File: config.mk
export PLATFORM = sky130hd
export DESIGN_NAME = fpu_result_buffer
export DESIGN_NICKNAME = d
export VERILOG_FILES = /design/src/rtl/fpu_pkg.sv /design/src/rtl/fpu_result_fifo.sv /design/src/rtl/fpu_result_buffer.sv
export SDC_FILE = /design/constraint.sdc
export NUM_CORES = 1
export LEC_CHECK = 0
export CAP_MARGIN = 25
export CORE_MARGIN = 1.5
export CORE_UTILIZATION = 50
export CTS_BUF_LIST = sky130_fd_sc_hd__clkbuf_4 sky130_fd_sc_hd__clkbuf_8
export CTS_CLUSTER_SIZE = 8
export DETAILED_ROUTE_END_ITERATION = 8
export PLACE_DENSITY = 0.76
export SLEW_MARGIN = 20
export SYNTH_ARGS = -nofsm -noshare
export SYNTH_HDL_FRONTEND = slang
export SYNTH_SLANG_ARGS = --single-unit
File: constraint.sdc
create_clock -name clock100KHz -period 8.3 [get_ports clock100KHz]
set_clock_uncertainty 0.15 [all_clocks]
set_input_delay 2.49 -clock clock100KHz [delete_from_list [all_inputs] [get_ports clock100KHz]]
set_output_delay 2.49 -clock clock100KHz [all_outputs]
set_load 0.03 [all_outputs]
File: src/rtl/fpu_pkg.sv
// Shared definitions for the FPU result buffer: status bit indices, result word
// field widths, the packed result word type and the read-side state encoding.
package fpu_pkg;

    // Bit positions within the 4-bit one-hot FPU status.
    localparam int unsigned ST_EXACT   = 0;
    localparam int unsigned ST_INEXACT = 1;
    localparam int unsigned ST_OVF     = 2;
    localparam int unsigned ST_UNF     = 3;

    // Result word layout: {sign, exp[5:0], mant[24:0]}.
    localparam int unsigned EXP_W  = 6;
    localparam int unsigned MANT_W = 25;
    localparam int unsigned BIAS   = 31;

    typedef struct packed {
        logic              sign;
        logic [EXP_W-1:0]  exp;
        logic [MANT_W-1:0] mant;
    } fpu_word_t;

    // Read side: StIdle while empty, StHold while at least one entry is held.
    typedef enum logic [0:0] {
        StIdle = 1'b0,
        StHold = 1'b1
    } rd_state_e;

    // True when exactly one status bit is set.
    function automatic logic is_one_hot4(input logic [3:0] s);
        return (s != 4'd0) && ((s & (s - 4'd1)) == 4'd0);
    endfunction

endpackage

File: src/rtl/fpu_result_fifo.sv
// Generic show-ahead FIFO, DEPTH x WIDTH.
// Ports:
//   clk_i, rst_i   clock (rising edge) and asynchronous active-high reset
//   push_i         write wdata_i at the tail (caller guarantees not full)
//   pop_i          advance the head (caller guarantees not empty)
//   wdata_i        write data
//   rdata_o        head entry, raw (not gated; caller masks when empty)
//   level_o        number of entries held, 0..DEPTH
//   full_o         level_o == DEPTH
module fpu_result_fifo #(
    parameter int unsigned DEPTH = 8,
    parameter int unsigned WIDTH = 36
) (
    input  logic                     clk_i,
    input  logic                     rst_i,
    input  logic                     push_i,
    input  logic                     pop_i,
    input  logic [WIDTH-1:0]         wdata_i,
    output logic [WIDTH-1:0]         rdata_o,
    output logic [$clog2(DEPTH):0]   level_o,
    output logic                     full_o
);

    localparam int unsigned PW = $clog2(DEPTH);
    localparam int unsigned LW = PW + 1;

    logic [WIDTH-1:0] mem_q [DEPTH];
    logic [PW-1:0]    wr_ptr_q, wr_ptr_d;
    logic [PW-1:0]    rd_ptr_q, rd_ptr_d;
    logic [LW-1:0]    level_q, level_d;

    // Pointers wrap naturally because DEPTH is a power of two; the separate
    // level counter disambiguates full from empty.
    always_comb begin
        wr_ptr_d = wr_ptr_q;
        rd_ptr_d = rd_ptr_q;
        level_d  = level_q;
        if (push_i) begin
            wr_ptr_d = wr_ptr_q + 1'b1;
        end
        if (pop_i) begin
            rd_ptr_d = rd_ptr_q + 1'b1;
        end
        if (push_i && !pop_i) begin
            level_d = level_q + 1'b1;
        end else if (pop_i && !push_i) begin
            level_d = level_q - 1'b1;
        end
    end

    always_ff @(posedge clk_i or posedge rst_i) begin
        if (rst_i) begin
            wr_ptr_q <= '0;
            rd_ptr_q <= '0;
            level_q  <= '0;
        end else begin
            wr_ptr_q <= wr_ptr_d;
            rd_ptr_q <= rd_ptr_d;
            level_q  <= level_d;
        end
    end

    // Storage cells are not reset; the outputs are masked upstream instead.
    always_ff @(posedge clk_i) begin
        if (push_i) begin
            mem_q[wr_ptr_q] <= wdata_i;
        end
    end

    assign rdata_o = mem_q[rd_ptr_q];
    assign level_o = level_q;
    assign full_o  = (level_q == LW'(DEPTH));

endmodule

File: src/rtl/fpu_result_buffer.sv
// FPU result buffer: captures each FPU result word and its status into a
// show-ahead FIFO, keeps sticky status flags and an error flag, and (with
// FPU_RESULT_CNT_EN defined) saturating per-status event counters.
// Ports:
//   clock100KHz, reset        clock (rising edge), asynchronous active-high reset
//   res_data_in/status/valid  FPU result word, one-hot status, valid
//   res_ready_out             buffer not full
//   rd_en_in                  consumer pops the head entry
//   rd_data_out/status_out    head entry, zero when empty
//   rd_valid_out              FIFO not empty
//   level_out                 entries held
//   sticky_out                OR of accepted statuses since last clear
//   clear_in                  synchronous clear of sticky, err and counters
//   err_out                   sticky: non-one-hot status accepted or push dropped
//   cnt_*_out                 saturating status counters (FPU_RESULT_CNT_EN only)
module fpu_result_buffer
    import fpu_pkg::*;
#(
    parameter int unsigned DEPTH = 8,
    parameter int unsigned CNT_W = 16
) (
    input  logic                   clock100KHz,
    input  logic                   reset,
    input  logic [31:0]            res_data_in,
    input  logic [3:0]             res_status_in,
    input  logic                   res_valid_in,
    output logic                   res_ready_out,
    input  logic                   rd_en_in,
    output logic [31:0]            rd_data_out,
    output logic [3:0]             rd_status_out,
    output logic                   rd_valid_out,
    output logic [$clog2(DEPTH):0] level_out,
    output logic [3:0]             sticky_out,
    input  logic                   clear_in,
    output logic                   err_out
`ifdef FPU_RESULT_CNT_EN
    ,
    output logic [CNT_W-1:0]       cnt_exact_out,
    output logic [CNT_W-1:0]       cnt_inexact_out,
    output logic [CNT_W-1:0]       cnt_ovf_out,
    output logic [CNT_W-1:0]       cnt_unf_out
`endif
);

    localparam int unsigned LW = $clog2(DEPTH) + 1;

    if (DEPTH < 2 || (DEPTH & (DEPTH - 1)) != 0 || CNT_W < 1) begin : g_bad_params
        $error("fpu_result_buffer: DEPTH must be a power of two >= 2, CNT_W >= 1");
    end

    rd_state_e state_q;
    logic      full;
    logic      accept;
    logic      pop;
    logic      drop;
    logic [35:0] head;
    fpu_word_t   word_in;
    logic [3:0]  sticky_q, sticky_d;
    logic        err_q, err_d;

    assign word_in  = res_data_in;
    assign accept   = res_valid_in & ~full;
    assign drop     = res_valid_in & full;
    // rd_valid_out comes from the state register, so popping while empty is a no-op.
    assign pop      = rd_en_in & rd_valid_out;

    fpu_result_fifo #(
        .DEPTH (DEPTH),
        .WIDTH (36)
    ) u_fifo (
        .clk_i   (clock100KHz),
        .rst_i   (reset),
        .push_i  (accept),
        .pop_i   (pop),
        .wdata_i ({res_status_in, word_in}),
        .rdata_o (head),
        .level_o (level_out),
        .full_o  (full)
    );

    always_ff @(posedge clock100KHz or posedge reset) begin
        if (reset) begin
            state_q <= StIdle;
        end else begin
            unique case (state_q)
                StIdle: if (accept) state_q <= StHold;
                StHold: if (pop && !accept && level_out == LW'(1)) state_q <= StIdle;
                default: state_q <= StIdle;
            endcase
        end
    end

    assign rd_valid_out  = (state_q == StHold);
    assign res_ready_out = ~full;
    assign rd_data_out   = rd_valid_out ? head[31:0]  : 32'd0;
    assign rd_status_out = rd_valid_out ? head[35:32] : 4'd0;

    // Clear first, then set: an accept in the clear cycle survives.
    always_comb begin
        sticky_d = clear_in ? 4'd0 : sticky_q;
        err_d    = clear_in ? 1'b0 : err_q;
        if (accept) begin
            sticky_d = sticky_d | res_status_in;
            if (!is_one_hot4(res_status_in)) begin
                err_d = 1'b1;
            end
        end
        if (drop) begin
            err_d = 1'b1;
        end
    end

    always_ff @(posedge clock100KHz or posedge reset) begin
        if (reset) begin
            sticky_q <= 4'd0;
            err_q    <= 1'b0;
        end else begin
            sticky_q <= sticky_d;
            err_q    <= err_d;
        end
    end

    assign sticky_out = sticky_q;
    assign err_out    = err_q;

`ifdef FPU_RESULT_CNT_EN
    logic [CNT_W-1:0] cnt_q [4];
    logic [CNT_W-1:0] cnt_d [4];

    always_comb begin
        for (int i = 0; i < 4; i++) begin
            cnt_d[i] = clear_in ? '0 : cnt_q[i];
            if (accept && res_status_in[i] && cnt_d[i] != '1) begin
                cnt_d[i] = cnt_d[i] + 1'b1;
            end
        end
    end

    always_ff @(posedge clock100KHz or posedge reset) begin
        if (reset) begin
            for (int i = 0; i < 4; i++) begin
                cnt_q[i] <= '0;
            end
        end else begin
            for (int i = 0; i < 4; i++) begin
                cnt_q[i] <= cnt_d[i];
            end
        end
    end

    assign cnt_exact_out   = cnt_q[ST_EXACT];
    assign cnt_inexact_out = cnt_q[ST_INEXACT];
    assign cnt_ovf_out     = cnt_q[ST_OVF];
    assign cnt_unf_out     = cnt_q[ST_UNF];
`endif

endmodule

# --- After elaboration in Yosys (flattened, before gate mapping) ---
# Memory sizes are Yosys's and may differ from the RTL's.
# Index checks and enable logic that the tools add are counted.
totals:
  regBits: 16
  latchBits: 0
  ram_bits: 288
  romBits: 0
  in_bits: 41
  output_inout_bits: 47
  word_cells: 44
  mem_count: 1
memory_table:
  columns: ["memory", "words", "width", "read_ports", "rd_clocked_by_memory_dff", "write_ports", "line_no", "source"]
  rows:
  - ["u_fifo.mem_q", 8, 36, 1, 0, 1, "fpu_result_fifo.sv:27", "logic [WIDTH-1:0] mem_q [DEPTH];"]
op_classes:
  n_addsub: 5
  multipliers: 0
  div: 0
  magnitude_cmp: 0
  n_eq_ne: 2
  shift: 0
  muxes: 14
  bitwise_logic: 7
  n_reduce_logical: 9
ops:
  columns: ["op", "n"]
  rows:
  - ["2-to-1 mux 32 bit", 1]
  - ["2-to-1 mux 4 bit", 5]
  - ["subtractor 4 x 1 -> 4 bit, second input constant", 2]
  - ["2-to-1 mux 1 bit", 7]
  - ["adder 3 x 1 -> 3 bit, second input constant", 2]
  - ["adder 4 x 1 -> 4 bit, second input constant", 1]
  - ["AND 4 bit", 1]
  - ["== test 4 x 1 -> 1 bit, second input constant", 1]
  - ["== test 4 bit, second input constant", 1]
  - ["logical AND 1 bit", 4]
  - ["zero test 4 bit", 1]
  - ["OR 4 bit", 1]
  - ["nonzero test 4 bit", 1]
  - ["AND 1 bit", 3]
  - ["zero test 1 bit", 2]
  - ["inverter 1 bit", 2]
  - ["one-hot mux 1 bit (2 select lines)", 1]
  - ["nonzero test 2 bit", 1]

# --- Logic depth before layout (Yosys ltp) ---
logic_depth:
  depth_word: 8
  mapped_depth: 9
  depth_no_buf: 9

# --- Hierarchy ---
# Synthesis repeated with hierarchy kept, for this count alone.
hier_totals:
  hier_cells: 542
  area_unflattened_um2: 12159.2
by_module_without_submodules:
  columns: ["mod", "n_inst", "cells_each", "area_each_um2", "seq_area_each_um2"]
  rows:
  - ["fpu_result_fifo", 1, 476, 11632.4, 8898.5]
  - ["fpu_result_buffer", 1, 66, 526.8, 150.1]

# --- Least setup slack after synthesis ---
# Ideal clock, no wire load.
synth_path:
  path_kind: "input-to-reg"
  start: "input res_valid_in"
  end: "memory u_fifo.mem_q[0][0] (enable)"
  setup_ns: 0.519
  t_arrival_ns: 6.059
  required_time_ns: 7.631
  setup_slack_ns: 1.572
  path_stages: 2
  path_buffers: 0
  cell_sequence: "nand2_2 nor4_1"
synth_via:
  elab_chain_cells: 3
synth_lines:
  columns: ["item", "line_no", "source"]
  rows:
  - ["from (decl)", "fpu_result_buffer.sv:26", "input logic res_valid_in,"]
  - ["AND 1 bit", "fpu_result_buffer.sv:62", "assign accept = res_valid_in & ~full;"]
  - ["2-to-1 mux 1 bit", "fpu_result_fifo.sv:65", "if (push_i) begin"]
  - ["2-to-1 mux 1 bit (implied by the code)", "fpu_result_fifo.sv:66", "mem_q[wr_ptr_q] <= wdata_i;"]
  - ["to (decl)", "fpu_result_fifo.sv:27", null]
# No other way between the ends.

# --- Worst setup path in the final report ---
layout_path:
  start: "register u_fifo.rd_ptr_q[1]"
  end: "output rd_data_out[15]"
layout_via:
  elab_chain_cells: 2
layout_lines:
  columns: ["item", "line_no", "source"]
  rows:
  - ["from (decl)", "fpu_result_fifo.sv:29", "logic [PW-1:0] rd_ptr_q, rd_ptr_d;"]
  - ["from (signal assigned)", "fpu_result_fifo.sv:58", "rd_ptr_q <= rd_ptr_d;"]
  - ["memory read (8 x 36 bit)", null, null]
  - ["2-to-1 mux 32 bit", "fpu_result_buffer.sv:95", "assign rd_data_out = rd_valid_out ? head[31:0] : 32'd0;"]
  - ["to (decl)", "fpu_result_buffer.sv:29", "output logic [31:0] rd_data_out,"]
# No other way between the ends.

==> results.cfg <==
[die]
rows = 56
start_util = 0.506
core_area_sq_um = 23300
dieArea_sq_um = 24500
io_pins = 88
dieWidth_um = 157
die_h_um = 157

[timing]
maxSlewHeadroom = 0.292
fin_crit_sh = 0.733
hold_violations = 0
rsz0062_at_grt = false
setup_viol = 0
max_freq_ghz = 0.164
fin_tns_setup_ns = 0
finalCriticalPeriod_ns = 6.08
worstMarginPinSlew_ns = 1.06
slew_viol_final = 0

[global_route]
overflow = 0
antenna_found_initial = 1
grt_use_total = 0.187
grt_pass1_vias = 5907
grt_pass1_wl_mm = 33.7
grt_max_degree = 74

[cts]
htreeDepth = 2
cts.repair.resized = 0
path_clk_slew_ns = 0.06
ctsHoldBuffers = 0
clock_path_buffers = 3
cts_setup_buffers = 0
clk_latency_ns = 0.55
cts_tree = yes
cts_buffers = 47
cts_sinks = 304
root_buffer = clkbuf_8

[pwr]
power_density_nw_per_um2 = 366
power_switching_w = 0.00169
finalPower_w = 0.00509
seqPwrFrac = 0.424
p_comb_frac = 0.351
power_leakage_nw = 4.65
p_int_w = 0.00340
clockPowerShare = 0.225
peakVddDrop_mv = 0.236
switching_share = 0.332

[place]
dp_hpwl_mm = 12.4
place_congestion = 0.728
io_buffers = 87

[critical_path]
end_kind = output port
worstSetupPathType = register to output port
worst-path-max-fanout = 34
crit_arrival_ns = 3.44
cp-start-kind = register
worstPathRequired_ns = 5.66

[yosys]
synth-seq-cells = 304
muxShareOfSynthArea = 0.170
synth_top_family_by_area = multiplexers
syn_area_per_cell_sq_um = 22.0
synth_compound_area_frac = 0.00562
syn_nets = 583
yosys.cell_types.count = 30
synth_fa_ha_area_frac = 0.00743
yosysTopAreaCell = edfxtp_1
synthTopCellsByArea = edfxtp_1 73%, mux4_2 14%, dfrtp_1 3.4%
synth_cells = 535
yosys.area.top_type_share = 0.733
syn_area_sq_um = 11800
synth_xor_area_frac = 0.00668
synthSimpleGateAreaFrac = 0.0231
yosys_warnings = 0
synth-seq-area-share = 0.767

[finish]
syn2layout_area_growth_pct = 17.8
finalNetCount = 711
n_antenna_cell = 0
layout-drive-gt1-share = 0.251
fill_cells = 1619

[drt]
dr_total_vias = 5527
drc = 0
first_pass_iters = 4
antenna_left = 0
wire_per_inst_um = 21.7
viasPerCell = 5.48
first_iter_violations = 461
wl_mm = 21.9

[run]
maxCapViolations = 0

[run_status]
status = finished clean

[worst_hold_path]
hold_class = register to register
==> worst paths after layout <==
check / from / cells after the start / slack [ns] / end
max: u_fifo.rd_ptr_q[1] / 5 / 2.22 / rd_data_out[15]
min: sticky_out[0] / 1 / 0.37 / sticky_out[0]
max reg2reg: u_fifo.level_o[0] / 8 / 5.12 / u_fifo.mem_q[5][27]
min reg2reg: sticky_out[0] / 1 / 0.37 / sticky_out[0]
max in group asynchronous: reset / 2 / 5.34 / u_fifo.rd_ptr_q[2]
min in group asynchronous: reset / 2 / 2.18 / u_fifo.wr_ptr_q[2]
==> layer usage <==
layer	wire length [um]	part of all wire	vias to the layer above	track usage
met3	1380	0.063	36	0.0404
met5	17	0.00078	-	0
met2	11100	0.51	185	0.312
li1	-	-	2445	-
met1	9050	0.41	2859	0.250
met4	330	0.015	2	0.0549
==> registers in the layout (all words and copies together), names as in the netlist <==
signal / flops
u_fifo.mem_q: 288
sticky_out: 4
u_fifo.level_o: 4
u_fifo.rd_ptr_q: 3
u_fifo.wr_ptr_q: 3
err_out: 1
rd_valid_out: 1
==> cells by family (layout without fill, tap and decap cells) <==
kind of cell               Yosys count  after routing
AOI/OAI and AO/OA                    9              9
buffers and inverters               31            186
adders and majority gates            7              7
DFF                                304            304
xor gates and xnor gates             9              9
muxes                              110            110
and+or+nand+nor                     65             65
==> critical path, stage by stage (launching register included) <==
cell and delay, ns:
dfrtp_4 0.87, buf_4 0.52, mux4_2 0.56, mux2i_1 0.21, nor2_1 0.08, clkdlybuf4s50_1 0.63
==> power by group through the flow <==
stage                     Clock, W  Combinational (W)  Sequential [W]
final                      0.00115            0.00179         0.00216
after global routing       0.00123            0.00191         0.00219
after CTS                  0.00117            0.00181         0.00217
after detailed placement         0            0.00181         0.00220
after global placement           0            0.00178         0.00218
after floorplan                  0            0.00133         0.00206
==> synth_stat cells <==
master	n
a22oi_1	1
a21oi_1	2
buf_6	2
nor3_1	4
nand2_1	10
mux4_1	1
buf_12	4
buf_8	2
nand3_1	1
edfxtp_1	288
buf_2	12
nor4_1	2
nand2_2	1
clkinv_1	1
xnor2_1	5
mux2i_1	37
mux4_2	71
nand2b_1	2
clkbuf_1	4
nand4_1	1
ha_1	7
nor2_1	42
dfrtp_1	16
nand3b_1	1
or4_1	1
xor2_1	4
o21ai_0	1
inv_1	6
a22o_1	5
mux2_2	1
==> stage by stage <==
step           hold slack [ns]   util  std cells  setup slack (ns)  area, sq um
2_1_floorplan            0.367      -        535              1.57        11800
3_3_place_gp             0.347  0.559        933              2.68        13000
3_5_place_dp             0.345  0.559        933              2.70        13000
4_1_cts                  0.367  0.596       1009              2.10        13900
5_1_grt                  0.385  0.596       1009              1.93        13900
6_report                 0.365  0.596       1009              2.22        13900
==> final cells by class <==
class,count,area [sq um],share of cell area
multi-input cells,200,2560,0.184
repair buffers,103,991,0.0713
inverters,7,26.3,0.00189
clock inverters,8,45.0,0.00324
well taps,319,399,0.0287
flip-flops and latches,304,9060,0.652
clock buffers,68,817,0.0588
==> placed cells by master, fill, tap and decap left out, types with 3 or more instances in the layout <==
| cell | Yosys | final |
|---|---|---|
| inv_1 | 6 | 5 |
| dfrtp_1 | 16 | 13 |
| edfxtp_1 | 288 | 288 |
| nor3_2 | 0 | 4 |
| nor2_4 | 0 | 3 |
| buf_4 | 0 | 16 |
| nor2_1 | 42 | 39 |
| clkdlybuf4s50_1 | 0 | 87 |
| clkbuf_8 | 0 | 49 |
| nand2_1 | 10 | 10 |
| clkinv_1 | 1 | 5 |
| a22o_1 | 5 | 5 |
| ha_1 | 7 | 7 |
| clkbuf_4 | 0 | 19 |
| xnor2_1 | 5 | 5 |
| mux4_2 | 71 | 71 |
| mux2i_1 | 37 | 37 |
| xor2_1 | 4 | 4 |
(Power assumes the default switching activity.)
